**src/rtl/wb_slave_regfile_pkg.sv**
```systemverilog
// Package for wb_slave_regfile: FSM state encoding and bus geometry helpers.
// No ports. Imported by wb_slave_regfile and wb_slave_regfile_mem.
package wb_slave_regfile_pkg;

  // Transfer FSM: capture request, count wait states, one-cycle response.
  typedef enum logic [1:0] {
    STATE_IDLE = 2'd0,
    STATE_WAIT = 2'd1,
    STATE_RESP = 2'd2
  } state_t;

  // Number of byte lanes on a data bus of the given width.
  function automatic int unsigned lane_count(input int unsigned data_width);
    return data_width / 8;
  endfunction

  // Index width for a table of n entries, never less than one bit.
  function automatic int unsigned idx_width(input int unsigned n);
    return (n > 1) ? $clog2(n) : 1;
  endfunction

endpackage

```
**src/rtl/wb_slave_regfile_mem.sv**
```systemverilog
// Register array with a byte-enable synchronous write port and an
// asynchronous read port. All entries clear on synchronous reset.
// Ports:
//   clk_i      clock
//   rst_i      synchronous active-high reset, clears every entry
//   we_i       write strobe for this cycle
//   waddr_i    write index
//   wdata_i    write data
//   wsel_i     byte lane enables for the write
//   raddr_i    read index
//   rdata_c_o  read data, combinational from raddr_i
module wb_slave_regfile_mem
  import wb_slave_regfile_pkg::*;
#(
  parameter int unsigned DATA_WIDTH = 32,
  parameter int unsigned NUM_REGS   = 8,
  parameter int unsigned IDX_W      = idx_width(NUM_REGS),
  parameter int unsigned LANES      = lane_count(DATA_WIDTH)
) (
  input  logic                  clk_i,
  input  logic                  rst_i,
  input  logic                  we_i,
  input  logic [IDX_W-1:0]      waddr_i,
  input  logic [DATA_WIDTH-1:0] wdata_i,
  input  logic [LANES-1:0]      wsel_i,
  input  logic [IDX_W-1:0]      raddr_i,
  output logic [DATA_WIDTH-1:0] rdata_c_o
);

  logic [DATA_WIDTH-1:0] regs_q [NUM_REGS];

  // Byte-lane merge: unselected lanes keep their contents.
  always_ff @(posedge clk_i) begin
    if (rst_i) begin
      for (int unsigned i = 0; i < NUM_REGS; i++) begin
        regs_q[i] <= '0;
      end
    end else if (we_i) begin
      for (int unsigned b = 0; b < LANES; b++) begin
        if (wsel_i[b]) begin
          regs_q[waddr_i][8*b +: 8] <= wdata_i[8*b +: 8];
        end
      end
    end
  end

  assign rdata_c_o = regs_q[raddr_i];

endmodule

```
**src/rtl/wb_slave_regfile.sv**
```systemverilog
// Wishbone B4 classic slave exposing NUM_REGS read/write registers with a
// programmable number of wait states between request capture and ACK.
// Optional feature macro: WB_SLAVE_REGFILE_ERR_EN -- when defined, accesses to
// word addresses >= NUM_REGS terminate with err_o instead of ack_o.
// Ports:
//   clk_i  clock (posedge)          rst_i  synchronous active-high reset
//   cyc_i  bus cycle valid          stb_i  transfer strobe
//   we_i   1 = write, 0 = read      adr_i  word address
//   dat_i  write data               sel_i  byte lane enables
//   dat_o  read data, nonzero only while ack_o is high
//   ack_o  normal termination       err_o  error termination
module wb_slave_regfile
  import wb_slave_regfile_pkg::*;
#(
  parameter int unsigned ADDR_WIDTH  = 4,
  parameter int unsigned DATA_WIDTH  = 32,
  parameter int unsigned NUM_REGS    = 8,
  parameter int unsigned WAIT_STATES = 2
) (
  input  logic                    clk_i,
  input  logic                    rst_i,
  input  logic                    cyc_i,
  input  logic                    stb_i,
  input  logic                    we_i,
  input  logic [ADDR_WIDTH-1:0]   adr_i,
  input  logic [DATA_WIDTH-1:0]   dat_i,
  input  logic [DATA_WIDTH/8-1:0] sel_i,
  output logic [DATA_WIDTH-1:0]   dat_o,
  output logic                    ack_o,
  output logic                    err_o
);

  localparam int unsigned LANES = lane_count(DATA_WIDTH);
  localparam int unsigned IDX_W = idx_width(NUM_REGS);
  localparam int unsigned CNT_W = (WAIT_STATES > 0) ? $clog2(WAIT_STATES + 1) : 1;

  state_t                state_q, state_d;
  logic [CNT_W-1:0]      cnt_q, cnt_d;
  logic [ADDR_WIDTH-1:0] adr_q, adr_d;
  logic                  we_q, we_d;
  logic [DATA_WIDTH-1:0] wdat_q, wdat_d;
  logic [LANES-1:0]      sel_q, sel_d;
  logic                  ack_q, ack_d;
  logic                  err_q, err_d;
  logic [DATA_WIDTH-1:0] rdat_q, rdat_d;

  logic                  in_range_c;
  logic                  err_term_c;
  logic                  mem_we_c;
  logic [DATA_WIDTH-1:0] mem_rdata_c;

  // Decode of the latched address against the implemented register count.
  assign in_range_c = (32'(adr_q) < NUM_REGS);

`ifdef WB_SLAVE_REGFILE_ERR_EN
  assign err_term_c = ~in_range_c;
`else
  assign err_term_c = 1'b0;
`endif

  wb_slave_regfile_mem #(
    .DATA_WIDTH (DATA_WIDTH),
    .NUM_REGS   (NUM_REGS),
    .IDX_W      (IDX_W),
    .LANES      (LANES)
  ) u_mem (
    .clk_i     (clk_i),
    .rst_i     (rst_i),
    .we_i      (mem_we_c),
    .waddr_i   (IDX_W'(adr_q)),
    .wdata_i   (wdat_q),
    .wsel_i    (sel_q),
    .raddr_i   (IDX_W'(adr_q)),
    .rdata_c_o (mem_rdata_c)
  );

  // Next-state and response generation; outputs are set on entry to RESP so
  // that ack_o/err_o/dat_o are flop outputs during the response cycle.
  always_comb begin
    state_d  = state_q;
    cnt_d    = cnt_q;
    adr_d    = adr_q;
    we_d     = we_q;
    wdat_d   = wdat_q;
    sel_d    = sel_q;
    ack_d    = 1'b0;
    err_d    = 1'b0;
    rdat_d   = '0;
    mem_we_c = 1'b0;

    unique case (state_q)
      STATE_IDLE: begin
        if (cyc_i && stb_i) begin
          adr_d   = adr_i;
          we_d    = we_i;
          wdat_d  = dat_i;
          sel_d   = sel_i;
          cnt_d   = CNT_W'(WAIT_STATES);
          state_d = STATE_WAIT;
        end
      end
      STATE_WAIT: begin
        // Master abort wins over expiry; a low strobe stalls the countdown.
        if (!cyc_i) begin
          state_d = STATE_IDLE;
        end else if (stb_i) begin
          if (cnt_q == '0) begin
            state_d = STATE_RESP;
            ack_d   = ~err_term_c;
            err_d   = err_term_c;
            if (!we_q && in_range_c) begin
              rdat_d = mem_rdata_c;
            end
          end else begin
            cnt_d = cnt_q - CNT_W'(1);
          end
        end
      end
      STATE_RESP: begin
        // Out-of-range writes are discarded in every configuration.
        mem_we_c = we_q & in_range_c;
        state_d  = STATE_IDLE;
      end
      default: begin
        state_d = STATE_IDLE;
      end
    endcase
  end

  always_ff @(posedge clk_i) begin
    if (rst_i) begin
      state_q <= STATE_IDLE;
      cnt_q   <= '0;
      adr_q   <= '0;
      we_q    <= 1'b0;
      wdat_q  <= '0;
      sel_q   <= '0;
      ack_q   <= 1'b0;
      err_q   <= 1'b0;
      rdat_q  <= '0;
    end else begin
      state_q <= state_d;
      cnt_q   <= cnt_d;
      adr_q   <= adr_d;
      we_q    <= we_d;
      wdat_q  <= wdat_d;
      sel_q   <= sel_d;
      ack_q   <= ack_d;
      err_q   <= err_d;
      rdat_q  <= rdat_d;
    end
  end

  assign ack_o = ack_q;
  assign err_o = err_q;
  assign dat_o = rdat_q;

endmodule
```
**config.mk**
```make
export PLATFORM = sky130hd
export DESIGN_NAME = wb_slave_regfile
export DESIGN_NICKNAME = d
export VERILOG_FILES = /design/src/rtl/wb_slave_regfile_pkg.sv /design/src/rtl/wb_slave_regfile_mem.sv /design/src/rtl/wb_slave_regfile.sv
export SDC_FILE = /design/constraint.sdc
export NUM_CORES = 1
export LEC_CHECK = 0
export BUFFER_PORTS_ARGS = -buffer_cell sky130_fd_sc_hd__buf_2
export CAP_MARGIN = 15
export CORE_AREA = 4 4 211 213
export DETAILED_ROUTE_END_ITERATION = 8
export DIE_AREA = 0 0 215 217
export GPL_TIMING_DRIVEN = 0
export HOLD_SLACK_MARGIN = 0.02
export PLACE_DENSITY = 0.57
export SYNTH_ARGS = -nofsm -noshare
export SYNTH_HDL_FRONTEND = slang
export SYNTH_SLANG_ARGS = --single-unit
```
**constraint.sdc**
```tcl
create_clock -name clk_i -period 2.4 [get_ports clk_i]
set_input_delay 0.48 -clock clk_i [delete_from_list [all_inputs] [get_ports clk_i]]
set_output_delay 0.48 -clock clk_i [all_outputs]
set_load 0.1 [all_outputs]
```
==> results of run 1 <==
==> cells in the mapped netlist (2+ instances only) <==
cell / instances
a21oi_1: 74
and2_1: 256
buf_12: 3
buf_2: 17
buf_4: 3
buf_6: 2
clkbuf_1: 37
clkinv_2: 2
dfxtp_1: 78
edfxtp_1: 256
inv_1: 2
mux2_2: 3
mux2i_1: 125
nand2_1: 85
nand2b_1: 5
nand3b_1: 4
nor2_1: 2
nor3_1: 3
nor3_4: 8
nor4_4: 24
o22a_1: 62
o22ai_1: 2
or2_1: 33
or3_1: 2
or3b_2: 3
==> report_power, final <==
group / switching [mW] / internal, mW
Sequential: 0.109 / 6.38
Combinational: 0.506 / 0.251
Clock: 2.27 / 3.48
Total: 2.88 / 10.1
==> cells by family after synthesis <==
| kind of cell | synth area share, % |
|---|---|
| compound gates | 6.39 |
| fa+ha+maj | 0.0843 |
| buf+inv | 2.39 |
| flops | 62.4 |
| mux | 8.74 |
| other cells | 0.0253 |
| simple gates | 20.0 |
==> flip-flops by register name, indices dropped and copies added (netlist names) <==
name and flops:
wdat_q 32, u_mem.regs_q 256, ack_o 1, state_q 2, sel_q 4, dat_o 32, adr_q 4, cnt_q 2
we_q 1
==> what timing repair did <==
action	4_1_cts	5_1_grt
setup buffers	16	6
setup endpoints to repair	241	86
pin swaps	15	3
resized for setup	32	9
endpoints found under the hold margin	0	0
==> how the worst max path moves through the flow <==
stage / startpoint / to / slack, ns
global route: adr_q[2] / dat_o[31] / 0.002
CTS: state_q[1] / u_mem.regs_q[5][4] / 0.02
detailed placement: rst_i / u_mem.regs_q[1][19] / -0.37
floorplan: rst_i / u_mem.regs_q[1][0] / 0.18
global placement: rst_i / u_mem.regs_q[4][21] / -0.33
finish: adr_q[2] / dat_o[31] / 0.008
==> worst max-delay path, cell delays in order (launching register included) <==
cell	delay [ns]
dfxtp_1	0.43
clkbuf_1	0.36
nand2b_1	0.16
clkbuf_1	0.62
o22ai_1	0.27
nor3_1	0.40
==> metal layers <==
layer | wire length [µm] | part of all wire, %
met4 | 1190 | 2.9
met5 | 0 | 0
met3 | 1930 | 4.7
met2 | 19600 | 48
met1 | 18100 | 44
==> through the flow <==
stage / setup WS (ns) / total power, mW / std cells / area (µm²)
6_report: 0.00799 / 13.0 / 1820 / 17400
5_1_grt: 0.00155 / 13.4 / 1820 / 17400
4_1_cts: 0.0210 / 13.1 / 1814 / 17300
3_5_place_dp: -0.374 / 7.35 / 1730 / 15900
3_3_place_gp: -0.328 / 7.33 / 1730 / 15900
2_1_floorplan: 0.183 / 7.03 / 1108 / 14800
==> cell type report <==
| type | instances | area share [%] |
|---|---|---|
| Inverter | 5 | 0.122 |
| Sequential cell | 334 | 53.2 |
| Clock inverter | 9 | 0.439 |
| Buffer | 63 | 1.98 |
| Clock buffer | 59 | 6.75 |
| Multi-Input combinational cell | 706 | 30.5 |
| Timing Repair Buffer | 98 | 3.14 |
| Tap cell | 546 | 3.93 |
==> metrics.csv, run 1 <==
metric,value,unit
nets,1291,
pwr/cell area,746,nW/µm²
Die Y,217,µm
vias in the first global route,8991,
Synth Instances,1108,
GR Overflow Total,0,
ANT cells,0,
vias per cell,5.03,
CTS Buf Count,37,
post-route setup TNS,0,ns
"Top FF cell, synth",edfxtp_1,
Final GP Congestion,0.783,
multi-input logic area,5310,µm²
Hold Path Depth,3,
Max Slew Vio Count,0,
pin count of the biggest net entering global routing,14,
Root Buffer Master,clkbuf_16,
CTS sink cnt,334,
# IOs,79,
"Async S/R FF share, synth",0,%
first-pass GRT wire length,59.1,mm
CP Capture Type,flip-flop,
Mapped Area,14800,µm²
"Avg Cell Area, Syn",13.4,µm²
Critical Path Fanout Max,10,
crit path DAT,2.78,ns
number of synthesis warnings,0,
measured slew at the worst slew-check pin,1.01,ns
Top Usage Layer GRT,met2,
cts hold-fix bufs,0,
FF/Latch Area,9250,µm²
Final Cycle Share,99.7,%
worst r2r src,adr_q[2],
Area Overhead vs Synth,17.3,%
gr usage total,17.1,%
Die X,215,µm
Leak,6.45,nW
Setup CP Type,flip-flop to flip-flop,
status,"complete, no violations",
Die Area,46700,µm²
Slew HR,32.7,%
Final Hold Viols,0,
synth unique cells,42,
clock slew at reported path FFs,0.06,ns
Syn Nets,1154,
initial antenna violation count,0,
fin util,40.8,%
number of flops mapped to enable cells by yosys,256,
Final ANT Viol Nets,0,
fmax,0.418,GHz
drt total wl,40.8,mm
worst endpoint required time,2.78,ns
top cell type by total area after synthesis,edfxtp_1,
drt first pass iters,5,
Initial DRC Count,495,
Worst setup SP type,flip-flop,
CTS Buffer Depth,3,
CTS tree,yes,
core area,42700,µm²
met3 Use GR,2.53,%
cell depth of the worst flop-to-flop path,5,
MaxCap Viol Count,0,
Yosys reg bits,334,
most frequent cells in the layout,"and2_1, edfxtp_1, mux2i_1",
Worst VDD drop,0.000417,V
worst-skew pair later-pin latency,0.54,ns
row cnt,76,
M2 GR Usage,28.7,%
"Setup violations, final",0,
skew final,0.0192,ns
"Seq/Total Area, Yosys",62.4,%
synth top area cells,"edfxtp_1, and2_1, dfxtp_1",
fin crit period,2.39,ns
Starting Density,34.7,%
port bufs,76,
Min-Delay Endpoint,wdat_q[19],
share of the synthesized area in the top cell type,51.8,%
DRC violation count after routing,0,
Fin Hold WS,0.182,ns
DP Wirelength,27.1,mm
RSZ-0062 raised after global routing,false,
Reg2Reg Setup Slack,0.008,ns
Hold Crit Class,primary input to flip-flop,
H-tree levels,2,
vias post-DR,9163,
M1 GR Usage,23.0,%
layout cells sized above 1,20.5,%
r2r endpoint,dat_o[31],
Layout fillers,3918,
Routed wire per std cell,22.4,µm
HP Start,dat_i[19],
No activity file was read; power rests on OpenSTA's default activity.
==> run 2, diff against run 1 <==
--- a/config.mk
+++ b/config.mk
@@ -5,7 +5,7 @@
 export SDC_FILE = /design/constraint.sdc
 export NUM_CORES = 1
 export LEC_CHECK = 0
-export BUFFER_PORTS_ARGS = -buffer_cell sky130_fd_sc_hd__buf_2
+export BUFFER_PORTS_ARGS = -buffer_cell sky130_fd_sc_hd__buf_4
 export CAP_MARGIN = 15
 export CORE_AREA = 4 4 211 213
 export DETAILED_ROUTE_END_ITERATION = 8
==> metrics.csv, run 2 (same netlist as run 1, synthesis figures left out) <==
metric,value,unit
Die X,215,µm
skew final,0.0155,ns
nets,1294,
Die Y,217,µm
status,"complete, no violations",
most frequent cells in the layout,"and2_1, edfxtp_1, mux2i_1",
vias per cell,4.98,
Final Cycle Share,97.6,%
Worst VDD drop,0.000444,V
Area Overhead vs Synth,18.1,%
Worst setup SP type,flip-flop,
CP Capture Type,flip-flop,
total power draw,12.7,mW
FF/Latch Area,9250,µm²
"Setup violations, final",0,
crit path DAT,2.73,ns
worst endpoint required time,2.79,ns
Setup CP Type,flip-flop to flip-flop,
CTS Buffer Depth,3,
pin count of the biggest net entering global routing,15,
vias post-DR,9060,
Slew HR,36.0,%
drt first pass iters,5,
Layout fillers,3941,
Starting Density,34.7,%
Leak,6.45,nW
vias in the first global route,9260,
max reg flops,256,
initial antenna violation count,0,
DP Area,16100,µm²
ANT cells,0,
port bufs,76,
Final Cell Area,17500,µm²
worst-skew pair later-pin latency,0.52,ns
MaxCap Viol Count,0,
fin crit period,2.34,ns
CTS sink cnt,334,
fmax,0.427,GHz
Critical Path Fanout Max,10,
drt total wl,40.7,mm
first-pass GRT wire length,59.9,mm
Die Area,46700,µm²
Initial DRC Count,622,
CTS tree,yes,
CTS Buf Count,37,
"crit path setup slack, layout",0.0582,ns
RSZ-0062 raised after global routing,true,
Final ANT Viol Nets,0,
Final Hold Viols,0,
core area,42700,µm²
Max Slew Vio Count,0,
Hold Crit Class,primary input to flip-flop,
pwr/cell area,723,nW/µm²
H-tree levels,2,
# IOs,79,
multi-input logic area,5300,µm²
Routed wire per std cell,22.4,µm
DP Wirelength,27.1,mm
row cnt,76,
clock slew at reported path FFs,0.06,ns
Fin Hold WS,0.210,ns
measured slew at the worst slew-check pin,0.960,ns
GR Overflow Total,0,
Final GP Congestion,0.793,
gr usage total,17.2,%
Place WS,-0.408,ns
cts hold-fix bufs,0,
"Most flops, register",u_mem.regs_q,
DRC violation count after routing,0,
layout cells sized above 1,20.6,%
Root Buffer Master,clkbuf_16,
[run 2: layout make-up]
cell class | count | share of cell area (%)
Multi-Input combinational cell | 706 | 30.3
Timing Repair Buffer | 101 | 4.33
Clock inverter | 15 | 0.614
Buffer | 63 | 1.97
Sequential cell | 334 | 52.8
Inverter | 5 | 0.121
Tap cell | 546 | 3.90
Clock buffer | 50 | 5.97
[run 2: through the flow]
step,TNS [ns],utilization [%],cells
final,0,41.0,1820
after global routing,-0.0381,41.0,1820
after CTS,0,40.8,1813
after detailed placement,-60.89,37.7,1730
after global placement,-53.19,37.7,1730
after floorplan,0,-,1108
[run 2: timing repair]
action                     in CTS  in global routing
buffers inserted               18                  7
gates resized for setup        30                 14
setup endpoints to repair     240                133
pin swaps                      15                  5
[run 2: worst max-delay path, cell delays in order (launching register included)]
cell,delay [ns]
dfxtp_1,0.43
clkbuf_1,0.37
nand2b_1,0.16
clkbuf_1,0.60
o22ai_1,0.28
nor3_1,0.38
[run 2: metal layers]
metal	share of wire, %	up-vias	global-route usage (%)	routed length (µm)
li1	-	4294	-	-
met2	48	228	28.9	19500
met1	44	4460	22.9	17900
met3	4.8	78	2.56	1940
met5	0	-	0	0
met4	3.3	0	5.97	1350
[run 2: worst paths after layout]
| path | slack [ns] | endpoint | startpoint | cells past startpoint |
|---|---|---|---|---|
| worst min-delay path | 0.21 | wdat_q[27] | dat_i[27] | 3 |
| worst min register to register | 0.48 | adr_q[3] | adr_q[3] | 2 |
| worst max register to register | 0.06 | dat_o[31] | adr_q[2] | 5 |
| worst max-delay path | 0.06 | dat_o[31] | adr_q[2] | 5 |
[run 2: power breakdown]
part / total (mW) / switching [mW] / internal (mW)
clock: 5.41 / 2.24 / 3.17
combinational: 0.773 / 0.501 / 0.272
sequential: 6.49 / 0.108 / 6.38
total: 12.7 / 2.85 / 9.82
